$ cat src/rtl/serial_adder_pkg.sv
// Shared definitions for the serial adder: FSM state encoding and sizing helpers.
package serial_adder_pkg;

    // Controller states. The fourth code (2'd3) is never entered and decodes to IDLE.
    typedef enum logic [1:0] {
        S_IDLE = 2'd0,
        S_RUN  = 2'd1,
        S_DONE = 2'd2
    } state_t;

    // Number of clock cycles needed to walk a WIDTH-bit operand STEP bits at a time.
    function automatic int steps_of(input int width, input int step);
        return width / step;
    endfunction

    // Slice counter width: enough to index every slice, never narrower than one bit.
    function automatic int cnt_width(input int steps);
        return (steps <= 1) ? 1 : $clog2(steps);
    endfunction

endpackage

$ cat src/rtl/serial_adder_fa_chain.sv
// Ripple chain of STEP full adders: the only arithmetic in the serial adder datapath.
module serial_adder_fa_chain #(
    parameter int STEP = 1
) (
    input  logic [STEP-1:0] x,
    input  logic [STEP-1:0] y,
    input  logic            ci,
    output logic [STEP-1:0] s,
    output logic            co,
    output logic            c_top
);

    // carry[i] is the carry into bit i; carry[STEP] leaves the chain.
    logic [STEP:0] carry;

    assign carry[0] = ci;

    for (genvar i = 0; i < STEP; i++) begin : g_fa
        assign s[i]       = x[i] ^ y[i] ^ carry[i];
        assign carry[i+1] = (x[i] & y[i]) | (carry[i] & (x[i] ^ y[i]));
    end

    assign co    = carry[STEP];
    // Carry into the top bit of the slice; on the last slice this is the carry into the operand MSB.
    assign c_top = carry[STEP-1];

endmodule

$ cat src/rtl/serial_adder.sv
// Multi-cycle adder computing a + b + c_in on WIDTH-bit operands, STEP bits per clock.
// A start pulse in IDLE captures the operands; done pulses for one cycle when the
// registered sum, carry-out and signed overflow are valid. Results hold until the
// next completion.
module serial_adder
    import serial_adder_pkg::*;
#(
    parameter int WIDTH = 8,
    parameter int STEP  = 1
) (
    input  logic             clk,
    input  logic             rst_n,
    input  logic             start,
    input  logic [WIDTH-1:0] a,
    input  logic [WIDTH-1:0] b,
    input  logic             c_in,
    output logic             ready,
    output logic             busy,
    output logic             done,
    output logic [WIDTH-1:0] sum,
    output logic             c_out,
    output logic             overflow
);

    localparam int STEPS = steps_of(WIDTH, STEP);
    localparam int CNT_W = cnt_width(STEPS);
    localparam logic [CNT_W-1:0] LAST = CNT_W'(STEPS - 1);

    // Reject parameter sets that cannot be walked in whole slices.
    if (WIDTH < 1 || STEP < 1 || STEP > WIDTH || (WIDTH % STEP) != 0) begin : g_param_check
        $error("serial_adder: STEP must be >= 1 and divide WIDTH exactly");
    end

    state_t           state;
    state_t           state_nx;
    logic [CNT_W-1:0] cnt;
    logic [WIDTH-1:0] a_sh;
    logic [WIDTH-1:0] b_sh;
    logic [WIDTH-1:0] s_sh;
    logic             carry;
    logic             last;

    logic [STEP-1:0]  slice_s;
    logic             slice_co;
    logic             slice_ctop;
    logic [WIDTH-1:0] s_next;

    assign last = (cnt == LAST);

    serial_adder_fa_chain #(
        .STEP (STEP)
    ) u_chain (
        .x     (a_sh[STEP-1:0]),
        .y     (b_sh[STEP-1:0]),
        .ci    (carry),
        .s     (slice_s),
        .co    (slice_co),
        .c_top (slice_ctop)
    );

    // New slice sums enter from the MSB end so that after STEPS slices the LSB slice
    // has reached bit 0. A single-slice adder has nothing to shift.
    if (STEP == WIDTH) begin : g_single
        assign s_next = slice_s;
    end else begin : g_multi
        assign s_next = {slice_s, s_sh[WIDTH-1:STEP]};
    end

    // State register.
    // NOTE: every clocked process uses non-blocking assignments so all registers
    // update from pre-edge values, independent of statement order.
    always_ff @(posedge clk or negedge rst_n) begin
        if (!rst_n) begin
            state <= S_IDLE;
        end else begin
            state <= state_nx;
        end
    end

    // Next-state and handshake decode.
    // NOTE: every output of this block gets a default first, so no path can leave
    // one unassigned and infer a latch.
    always_comb begin
        state_nx = S_IDLE;
        ready    = 1'b0;
        busy     = 1'b0;
        done     = 1'b0;
        case (state)
            S_IDLE: begin
                ready    = 1'b1;
                state_nx = start ? S_RUN : S_IDLE;
            end
            S_RUN: begin
                busy     = 1'b1;
                state_nx = last ? S_DONE : S_RUN;
            end
            S_DONE: begin
                done     = 1'b1;
                state_nx = S_IDLE;
            end
            default: begin
                // Unused code behaves as IDLE and recovers on the next edge.
                ready    = 1'b1;
                state_nx = start ? S_RUN : S_IDLE;
            end
        endcase
    end

    // Operand shift registers, running carry and slice counter.
    // NOTE: these are plain flops, not a memory array, so all of them are reset;
    // an operation in flight is discarded cleanly on rst_n.
    always_ff @(posedge clk or negedge rst_n) begin
        if (!rst_n) begin
            a_sh  <= '0;
            b_sh  <= '0;
            s_sh  <= '0;
            carry <= 1'b0;
            cnt   <= '0;
        end else begin
            case (state)
                S_RUN: begin
                    a_sh  <= a_sh >> STEP;
                    b_sh  <= b_sh >> STEP;
                    s_sh  <= s_next;
                    carry <= slice_co;
                    cnt   <= cnt + 1'b1;
                end
                S_DONE: begin
                    // Hold; nothing to do until the controller returns to IDLE.
                end
                default: begin
                    if (start) begin
                        a_sh  <= a;
                        b_sh  <= b;
                        carry <= c_in;
                        cnt   <= '0;
                    end
                end
            endcase
        end
    end

    // Result registers: committed only on the edge that adds the last slice.
    always_ff @(posedge clk or negedge rst_n) begin
        if (!rst_n) begin
            sum      <= '0;
            c_out    <= 1'b0;
            overflow <= 1'b0;
        end else if (state == S_RUN && last) begin
            sum      <= s_next;
            c_out    <= slice_co;
            overflow <= slice_ctop ^ slice_co;
        end
    end

endmodule
$ cat config.mk
export PLATFORM = sky130hd
export DESIGN_NAME = serial_adder
export DESIGN_NICKNAME = d
export VERILOG_FILES = /design/src/rtl/serial_adder_pkg.sv /design/src/rtl/serial_adder_fa_chain.sv /design/src/rtl/serial_adder.sv
export SDC_FILE = /design/constraint.sdc
export NUM_CORES = 1
export LEC_CHECK = 0
export CAP_MARGIN = 20
export CORE_ASPECT_RATIO = 0.9
export CORE_MARGIN = 2
export CORE_UTILIZATION = 50
export CTS_BUF_LIST = sky130_fd_sc_hd__clkbuf_4
export DETAILED_ROUTE_END_ITERATION = 12
export PLACE_DENSITY = 0.83
export SLEW_MARGIN = 25
export SYNTH_ARGS = -nofsm -noshare
export SYNTH_HDL_FRONTEND = slang
export SYNTH_SLANG_ARGS = --single-unit
$ cat constraint.sdc
create_clock -name clk -period 3.1 [get_ports clk]
set_input_delay 0.62 -clock clk [delete_from_list [all_inputs] [get_ports clk]]
set_output_delay 0.62 -clock clk [all_outputs]
set_load 0.02 [all_outputs]
==> results of run 1 <==
worst max-delay path: cells and delay by family (launching register included):
| family | cells | cell delay, ns |
|---|---|---|
| adder cells (fa/ha/maj) | 1 | 0.15 |
| buffers and inverters | 3 | 1.01 |
| flip-flops | 1 | 0.40 |
power groups by stage:
| stage | Combinational, mW | Clock, mW | Sequential (mW) |
|---|---|---|---|
| CTS | 1.01 | 0.270 | 0.897 |
| global placement | 0.968 | 0 | 0.887 |
| finish | 0.996 | 0.264 | 0.893 |
| global route | 1.08 | 0.288 | 0.924 |
| floorplan | 0.669 | 0 | 0.941 |
| detailed placement | 1.00 | 0 | 0.907 |
cell usage after synthesis (all sizes together), types with 2 or more instances:
master | instances | area (um2)
mux2 | 48 | 578.1
dfrtp | 39 | 975.9
buf | 5 | 46.29
ha | 5 | 62.56
a211o | 2 | 20.02
a22o | 2 | 17.52
and4bb | 2 | 25.02
inv | 2 | 7.510
nand2 | 2 | 7.510
nor3b | 2 | 15.01
cell families (layout without fill, tap and decap cells):
logic type / count (synthesis) / count (layout) / synth area share
DFF: 39 / 39 / 0.5335
adders and majority gates: 6 / 6 / 0.04514
buffers and inverters: 8 / 44 / 0.03146
muxes: 48 / 48 / 0.3160
xor gates and xnor gates: 1 / 1 / 0.004789
AOI/OAI and AO/OA: 7 / 7 / 0.03283
and+or+nand+nor: 9 / 9 / 0.03625
flip-flops by register name (all words and copies together), names as in the netlist:
name      count
a_sh          8
b_sh          8
c_out         1
carry         1
cnt           3
overflow      1
s_sh          7
state         2
sum           8
through the flow:
step                        util  area [um2]
after global placement    0.6314        2165
after CTS                 0.6482        2222
after global routing      0.6482        2222
after floorplan                -        1829
after detailed placement  0.6314        2165
final                     0.6482        2222
cell usage in the layout, fill, tap and decap left out, drive strengths merged, types with 2 or more instances in the layout:
cell type	Yosys	final
clkbuf	1	7
inv	2	2
mux2	48	48
and4bb	2	2
a211o	2	2
nand2	2	2
nor3b	2	2
a22o	2	2
clkdlybuf4s50	0	31
buf	5	3
dfrtp	39	39
ha	5	5
worst paths after layout:
check	startpoint	end	slack [ns]
worst max register to register	state[1]	b_sh[4]	1.27
min in group clk	b_sh[4]	b_sh[4]	0.51
worst min-delay path	rst_n	a_sh[0]	0.37
worst max-delay path	state[1]	busy	0.57
max in group asynchronous	rst_n	sum[7]	2.20
worst min register to register	b_sh[4]	b_sh[4]	0.51
area by class of cell:
type | count | area share
multi-input combinational | 71 | 0.3581
inverter | 2 | 0.003378
timing repair buffer | 34 | 0.1486
tap | 44 | 0.02477
clock buffer | 7 | 0.02365
clock inverter | 1 | 0.002252
sequential | 39 | 0.4392
metal layers:
| metal | GRT usage | vias to the layer above | part of all wire |
|---|---|---|---|
| li1 | - | 490 | - |
| met1 | 0.1959 | 524 | 0.45 |
| met2 | 0.2857 | 18 | 0.49 |
| met3 | 0.03291 | 8 | 0.033 |
| met4 | 0.09621 | 0 | 0.023 |
| met5 | 0 | - | 0 |
==> flow_metrics.py, run 1 <==
metrics = {
    "grt": {
        "grt_pass1_vias": 1113,
        "antenna_found_initial": 0,
        "grt_max_degree": 40,
        "grt_pass1_wl_um": 4940,
        "overflow": 0,
        "grtUsageTotal": 0.1660,
    },
    "cts": {
        "cts_buffers": 5,
        "cts_setup_buffers": 0,
        "cts_resized": 0,
        "clk_pin_slew_ns": 0.11,
        "cts_tree": "yes",
        "cts_root_buf": "clkbuf_4",
        "htreeDepth": 2,
        "clockBufferDepth": 2,
        "cts.sinks": 39,
        "cts_hold_buf": 0,
        "clock_latency_ns": 0.35,
    },
    "placed_design": {
        "post-place-ws_ns": 0.9485,
        "dp_hpwl_um": 2126,
        "portBuffers": 32,
        "place.gp.congestion": 0.6873,
        "dp_cells": 190,
    },
    "routing": {
        "first_pass_iters": 4,
        "drt_wl_total_um": 3069,
        "drc": 0,
        "wl_per_cell_um": 15.50,
        "drtIter0Drc": 48,
        "antenna_left": 0,
        "via_per_inst": 5.253,
        "vias": 1040,
    },
    "setup_path": {
        "cp_max_fo": 23,
        "worstRegToRegCells": 6,
        "cp-start-kind": "register",
        "crit_arrival_ns": 1.91,
        "setup.worst_path.end_class": "output pin",
        "crit_required_ns": 2.48,
        "cp_slowest_cell": "clkdlybuf4s50_1",
        "max_stage_delay_ns": 0.66,
        "crit_type": "register to output pin",
        "worstPathCellList": "inv_1, ha_1, buf_4, clkdlybuf4s50_1",
    },
    "floorplan": {
        "die_y_um": 61.38,
        "dieWidth_um": 67.76,
        "start_util": 0.5336,
        "design.core.area_um2": 3428,
        "dieArea_um2": 4159,
        "ioPinCount": 33,
        "row_count": 20,
    },
    "cells_and_area": {
        "area.sequential_um2": 975.9,
        "layout-drive-gt1-share": 0.4156,
        "layoutNonFillerInstCount": 198,
        "nFillCells": 256,
        "final_nets": 179,
        "multiInputGateArea_um2": 795.8,
        "antenna_cells": 0,
        "syn_to_final_growth_pct": 21.48,
    },
    "sta": {
        "slew_headroom": 0.4337,
        "hold_viol": 0,
        "maxSlewViolCount": 0,
        "setup_viol_count_final": 0,
        "timing.final.crit_share": 0.8160,
        "rsz0062_at_grt": "false",
        "tns_ns": 0,
        "max_freq_mhz": 395.3,
        "worst_slack_ns": 0.5705,
        "holdWs_ns": 0.3687,
        "period_needed_ns": 2.530,
        "tightest_slew_ns": 0.8494,
        "skew_ns": 0.009941,
    },
    "power_and_ir_drop": {
        "power.internal_mw": 1.462,
        "power.switching_mw": 0.6910,
        "clkPwrFrac": 0.122,
        "netSwitchingFraction": 0.3210,
        "p_leak_nw": 1.000,
        "power.total_mw": 2.153,
        "ir_drop_v": 0.0004521,
        "pwr_density_cell_nw_per_um2": 968.7,
        "combPwrFrac": 0.463,
        "p_seq_frac": 0.415,
    },
    "outcome": {
        "status": "completed",
    },
    "run": {
        "drv_cap": 0,
    },
    "worst_hold_path": {
        "hp-class": "input port to async pin",
    },
    "yosys": {
        "synth_seq_cells": 39,
        "yosysWarnings": 0,
        "synth_edf_count": 0,
        "netlist_instances": 118,
        "syn_avg_cell_area_um2": 15.50,
        "ys_dominant_reg_cell": "dfrtp_1",
        "ys_seq_area_frac": 0.5335,
        "syn_nets": 144,
        "async_flop_share": 1.000,
        "syn-cell-area_um2": 1829,
        "synth.distinct_cells": 22,
    },
}
Power figures use the tool's default switching activity.
==> run 2: changes to the inputs <==
clock period = 2.6 ns   (was 3.1 ns; I/O delays follow)
==> run 2 against run 1 <==
  * Clock skew fell by 0.0018 ns
  * Final cell count is 0.51% lower
  * Die area is the same
  * Count of clock-buffer cells in the layout down 1
  * Clock power grew 7.6%
  * Core utilization down 0.15 points
  * Non-clock buffer count is 1 higher
  * Routed wire length shrank 3.8%
  * Hold slack got worse by 0.099 ns
  * Sequential share of layout area up 0.099 points
  * Total power grew 18%
  * Largest cell class unchanged
==> flow_metrics.py, run 2 (same netlist as run 1, synthesis figures left out) <==
metrics = {
    "routing": {
        "via_per_inst": 5.244,
        "antenna_left": 0,
        "drtIter0Drc": 39,
        "vias": 1033,
        "drc": 0,
        "drt_wl_total_um": 2951,
        "wl_per_cell_um": 14.98,
        "first_pass_iters": 4,
    },
    "sta": {
        "hold_viol": 0,
        "slew_headroom": 0.4418,
        "period_needed_ns": 2.262,
        "tns_ns": 0,
        "timing.final.crit_share": 0.8700,
        "tightest_slew_ns": 0.8373,
        "max_freq_mhz": 442.1,
        "skew_ns": 0.008158,
        "maxSlewViolCount": 0,
        "setup_viol_count_final": 0,
        "rsz0062_at_grt": "false",
    },
    "floorplan": {
        "dieArea_um2": 4159,
        "design.core.area_um2": 3428,
        "dieWidth_um": 67.76,
        "ioPinCount": 33,
        "die_y_um": 61.38,
        "row_count": 20,
        "start_util": 0.5336,
    },
    "grt": {
        "overflow": 0,
        "antenna_found_initial": 0,
        "grt_max_degree": 40,
        "grtUsageTotal": 0.1680,
        "grt_pass1_vias": 1058,
        "grt_pass1_wl_um": 4947,
    },
    "setup_path": {
        "crit_type": "register to output pin",
        "setup.worst_path.end_class": "output pin",
        "ff2ff_setup_slack_ns": 0.79,
        "crit-reg2reg-launch": "state[1]",
        "crit_arrival_ns": 1.74,
        "cp-start-kind": "register",
        "crit_required_ns": 2.08,
        "cp_max_fo": 4,
        "worstRegToRegCells": 6,
        "reg2reg_to": "b_sh[2]",
    },
    "cts": {
        "clockBufferDepth": 2,
        "clk_pin_slew_ns": 0.10,
        "cts_resized": 0,
        "clock_latency_ns": 0.34,
        "cts_root_buf": "clkbuf_4",
        "cts_buffers": 5,
        "cts_setup_buffers": 0,
        "cts_tree": "yes",
        "cts.sinks": 39,
        "htreeDepth": 2,
        "cts_hold_buf": 0,
    },
    "cells_and_area": {
        "nFillCells": 256,
        "final_common_cell": "dfrtp_1",
        "multiInputGateArea_um2": 795.8,
        "top_regs": "a_sh x8, b_sh x8, sum x8",
        "layout-drive-gt1-share": 0.4118,
        "finish.utilization": 0.6467,
        "fin_area_um2": 2217,
        "syn_to_final_growth_pct": 21.20,
        "layoutNonFillerInstCount": 197,
        "mostFrequentLayoutCells": "39 x dfrtp_1, 38 x mux2_2, 31 x clkdlybuf4s50_1",
        "final_nets": 180,
        "area.sequential_um2": 975.9,
        "antenna_cells": 0,
    },
    "power_and_ir_drop": {
        "pwr_density_cell_nw_per_um2": 1143,
        "p_leak_nw": 0.9966,
        "ir_drop_v": 0.0005626,
        "power.total_mw": 2.534,
    },
    "placed_design": {
        "placed_cell_area_um2": 2172,
        "place.gp.congestion": 0.6994,
        "portBuffers": 32,
        "dp_hpwl_um": 2037,
        "dp_cells": 191,
    },
    "run": {
        "drv_cap": 0,
    },
    "outcome": {
        "status": "completed",
    },
    "worst_hold_path": {
        "hp-class": "input port to async pin",
    },
}
-- run 2: changes by cell type in the layout (fill, tap and decap cells not counted), sizes merged --
| cell | before | now |
|---|---|---|
| buf | 3 | 4 |
| clkbuf | 7 | 6 |
| clkinv | 1 | 0 |
-- run 2: critical path, cell delays in order (launching register included) --
cell	delay (ns)
dfrtp_1	0.38
inv_1	0.05
ha_1	0.34
clkdlybuf4s50_1	0.63
-- run 2: per-stage QoR --
step | hold slack (ns) | worst slack, ns
6_report | 0.2697 | 0.3381
5_1_grt | 0.3201 | 0.2427
4_1_cts | 0.3128 | 0.3258
3_5_place_dp | 0.4892 | 0.5804
3_3_place_gp | 0.4844 | 0.6372
2_1_floorplan | 0.2244 | 0.8854
-- run 2: routing by layer --
layer | vias up | wire, um | GRT usage
met1 | 518 | 1313 | 0.2117
met3 | 7 | 120 | 0.03473
li1 | 489 | - | -
met4 | 0 | 63 | 0.08746
met2 | 19 | 1453 | 0.2773
met5 | - | 0 | 0
-- run 2: report_power, final --
part / leakage [nW] / internal [mW] / switching (mW) / total [mW]
logic: 0.494 / 0.728 / 0.462 / 1.19
registers: 0.475 / 0.895 / 0.165 / 1.06
clock network: 0.0276 / 0.107 / 0.177 / 0.284
total: 0.997 / 1.73 / 0.804 / 2.53
-- run 2: layout make-up --
type / instances / share of cell area
clock buffer: 6 / 0.02032
inverter: 2 / 0.003386
multi-input combinational: 71 / 0.3589
sequential: 39 / 0.4402
tap: 44 / 0.02483
timing repair buffer: 35 / 0.1524
-- run 2: how the worst max path moves through the flow --
| stage | start | slack [ns] | cells past startpoint | to |
|---|---|---|---|---|
| 6_report | state[0] | 0.34 | 3 | ready |
| 5_1_grt | state[0] | 0.24 | 3 | ready |
| 4_1_cts | state[0] | 0.33 | 3 | ready |
| 3_5_place_dp | start | 0.58 | 4 | b_sh[2] |
| 3_3_place_gp | start | 0.64 | 4 | b_sh[2] |
| 2_1_floorplan | state[1] | 0.89 | 5 | b_sh[0] |
==> run 3: changes to the inputs <==
PLACE_DENSITY = 0.82   (was 0.83)
SYNTH_HIERARCHICAL = 1   (was default)
==> run 3 against run 2 <==
  * Global-route usage rose by 1.7 points
  * Sequential power barely moved
  * Sequential share of layout area barely moved
  * Largest power group is now registers
  * Highest routed layer unchanged
  * Largest cell class unchanged
  * Synthesized cell count rose by 36%
  * Final cell count rose by 20%
==> flow_metrics.py, run 3 <==
metrics = {
    "yosys": {
        "synth_seq_cells": 39,
        "synth_top_area_frac": 0.5210,
        "ys_dominant_reg_cell": "dfrtp_1",
        "yosys.area.top_type": "dfrtp_1",
        "synth.distinct_cells": 31,
        "async_flop_share": 1.000,
        "syn_nets": 186,
        "post-synth-top-count-cell": "dfrtp_1",
        "syn_avg_cell_area_um2": 11.71,
        "ys_seq_area_frac": 0.5210,
        "synth_edf_count": 0,
        "yosysWarnings": 6,
        "netlist_instances": 160,
        "synthTopCellsByCount": "39 x dfrtp_1, 29 x nor3_1, 15 x mux2_2",
        "synth_area_leaders": "dfrtp_1 52%, mux2_2 9.0%, nor3_1 7.7%, o22ai_1 4.7%, nor3_2 4.3%",
        "syn-cell-area_um2": 1873,
    },
    "run": {
        "drv_cap": 0,
    },
    "setup_path": {
        "cp-start-kind": "register",
        "max_stage_delay_ns": 0.67,
        "reg2reg_to": "carry",
        "ff2ff_setup_slack_ns": 0.73,
        "crit_type": "register to output pin",
        "crit_required_ns": 2.08,
        "cp_max_fo": 9,
        "setup.worst_path.end_class": "output pin",
        "worstRegToRegCells": 6,
        "cp_slowest_cell": "clkdlybuf4s50_1",
        "crit_arrival_ns": 1.81,
        "crit-reg2reg-launch": "state[1]",
        "worstPathCellList": "inv_1, ha_1, clkdlybuf4s50_1",
    },
    "outcome": {
        "status": "completed",
    },
    "placed_design": {
        "dp_cells": 228,
        "portBuffers": 32,
        "post-place-ws_ns": 0.6669,
        "placed_cell_area_um2": 2161,
        "dp_hpwl_um": 2411,
        "place.gp.congestion": 0.7525,
    },
    "cells_and_area": {
        "layoutNonFillerInstCount": 236,
        "nFillCells": 286,
        "top_regs": "a_sh x8, b_sh x8, sum x8",
        "final_nets": 215,
        "fin_area_um2": 2218,
        "mostFrequentLayoutCells": "39 x dfrtp_1, 32 x clkdlybuf4s50_1, 29 x nor3_1",
        "finish.utilization": 0.6074,
        "antenna_cells": 0,
        "syn_to_final_growth_pct": 18.44,
        "area.sequential_um2": 975.9,
        "final_common_cell": "dfrtp_1",
        "layout-drive-gt1-share": 0.2000,
        "multiInputGateArea_um2": 773.2,
    },
    "grt": {
        "overflow": 0,
        "grt_max_degree": 40,
        "antenna_found_initial": 0,
        "grt_pass1_wl_um": 5637,
        "grt_pass1_vias": 1370,
        "grtUsageTotal": 0.1848,
    },
    "sta": {
        "tightest_slew_ns": 0.6275,
        "maxSlewViolCount": 0,
        "setup_viol_count_final": 0,
        "rsz0062_at_grt": "false",
        "max_freq_mhz": 429.6,
        "period_needed_ns": 2.328,
        "timing.final.crit_share": 0.8953,
        "skew_ns": 0.01222,
        "hold_viol": 0,
        "tns_ns": 0,
        "slew_headroom": 0.5817,
        "worst_slack_ns": 0.2721,
    },
    "cts": {
        "cts_root_buf": "clkbuf_4",
        "cts_tree": "yes",
        "cts_setup_buffers": 0,
        "clk_pin_slew_ns": 0.11,
        "cts_hold_buf": 0,
        "cts_resized": 0,
        "cts.sinks": 39,
        "clock_latency_ns": 0.35,
        "cts_buffers": 5,
        "clockBufferDepth": 2,
        "htreeDepth": 2,
    },
    "routing": {
        "via_per_inst": 5.754,
        "antenna_left": 0,
        "vias": 1358,
        "wl_per_cell_um": 14.55,
        "drt_wl_total_um": 3434,
        "drc": 0,
        "first_pass_iters": 4,
        "drtIter0Drc": 81,
    },
    "power_and_ir_drop": {
        "pwr_density_cell_nw_per_um2": 1109,
        "p_leak_nw": 0.8972,
        "ir_drop_v": 0.0006120,
    },
    "floorplan": {
        "design.core.area_um2": 3652,
        "ioPinCount": 33,
        "row_count": 21,
        "start_util": 0.5128,
        "dieWidth_um": 68.52,
        "dieArea_um2": 4252,
        "die_y_um": 62.07,
    },
    "worst_hold_path": {
        "hold_depth": 2,
        "holdPathEnd": "overflow",
        "hp-class": "register to register",
        "worstHoldStart": "overflow",
    },
}
==> run 3: changes by cell type after synthesis, sizes merged, moves of 3 or more <==
cell,before,now
buf,5,13
nor2,1,6
mux2,48,16
o22ai,0,15
o21ai,1,4
nor3,0,37
nand2,2,6
==> run 3: final cells by class <==
type	count	area share
inverters	3	0.005076
well taps	46	0.02594
repair buffers	35	0.1545
multi-input cells	105	0.3486
clock inverters	2	0.005640
flip-flops and latches	39	0.4399
clock buffers	6	0.02030
==> run 3: kinds of logic after synthesis <==
| group | count (synthesis) | synth area share |
|---|---|---|
| AOI/OAI and AO/OA | 24 | 0.08684 |
| xor gates and xnor gates | 1 | 0.004677 |
| adders and majority gates | 6 | 0.04409 |
| buffers and inverters | 16 | 0.06613 |
| DFF | 39 | 0.5210 |
| muxes | 16 | 0.09619 |
| and+or+nand+nor | 58 | 0.1810 |
==> run 3: metrics by stage <==
stage                     hold WS [ns]  power, mW
final                           0.4906      2.460
after global routing            0.5060      2.638
after CTS                       0.4930      2.490
after detailed placement        0.4746      2.183
after global placement          0.4698      2.110
after floorplan                 0.2244      1.881
==> run 3: worst max path at each step <==
stage                         from     end  slack, ns  depth (start not counted)
final                     state[0]    done       0.27                          3
after global placement    state[0]    done       0.68                          3
after floorplan           state[1]  sum[5]       1.08                          6
after CTS                 state[0]    done       0.27                          3
after global routing      state[0]    done       0.20                          3
after detailed placement  state[0]    done       0.67                          3
==> run 3: critical path, delay by kind of cell, from the launching register on <==
family / cells / cell delay (ns)
buffers and inverters: 2 / 0.74
adders and majority gates: 1 / 0.31
DFF: 1 / 0.41
==> run 3: per-layer routing <==
layer | global-route usage | wire length [um] | part of all wire | up-vias
met5 | 0 | 0 | 0 | -
met1 | 0.2113 | 1461 | 0.43 | 669
met2 | 0.3187 | 1747 | 0.51 | 45
met3 | 0.04324 | 172 | 0.050 | 6
met4 | 0.1086 | 53 | 0.015 | 0
li1 | - | - | - | 638
==> run 3: where the power goes <==
part	internal (mW)	switching, mW	total (mW)
registers	0.887	0.203	1.09
logic	0.541	0.524	1.06
clock network	0.115	0.191	0.306
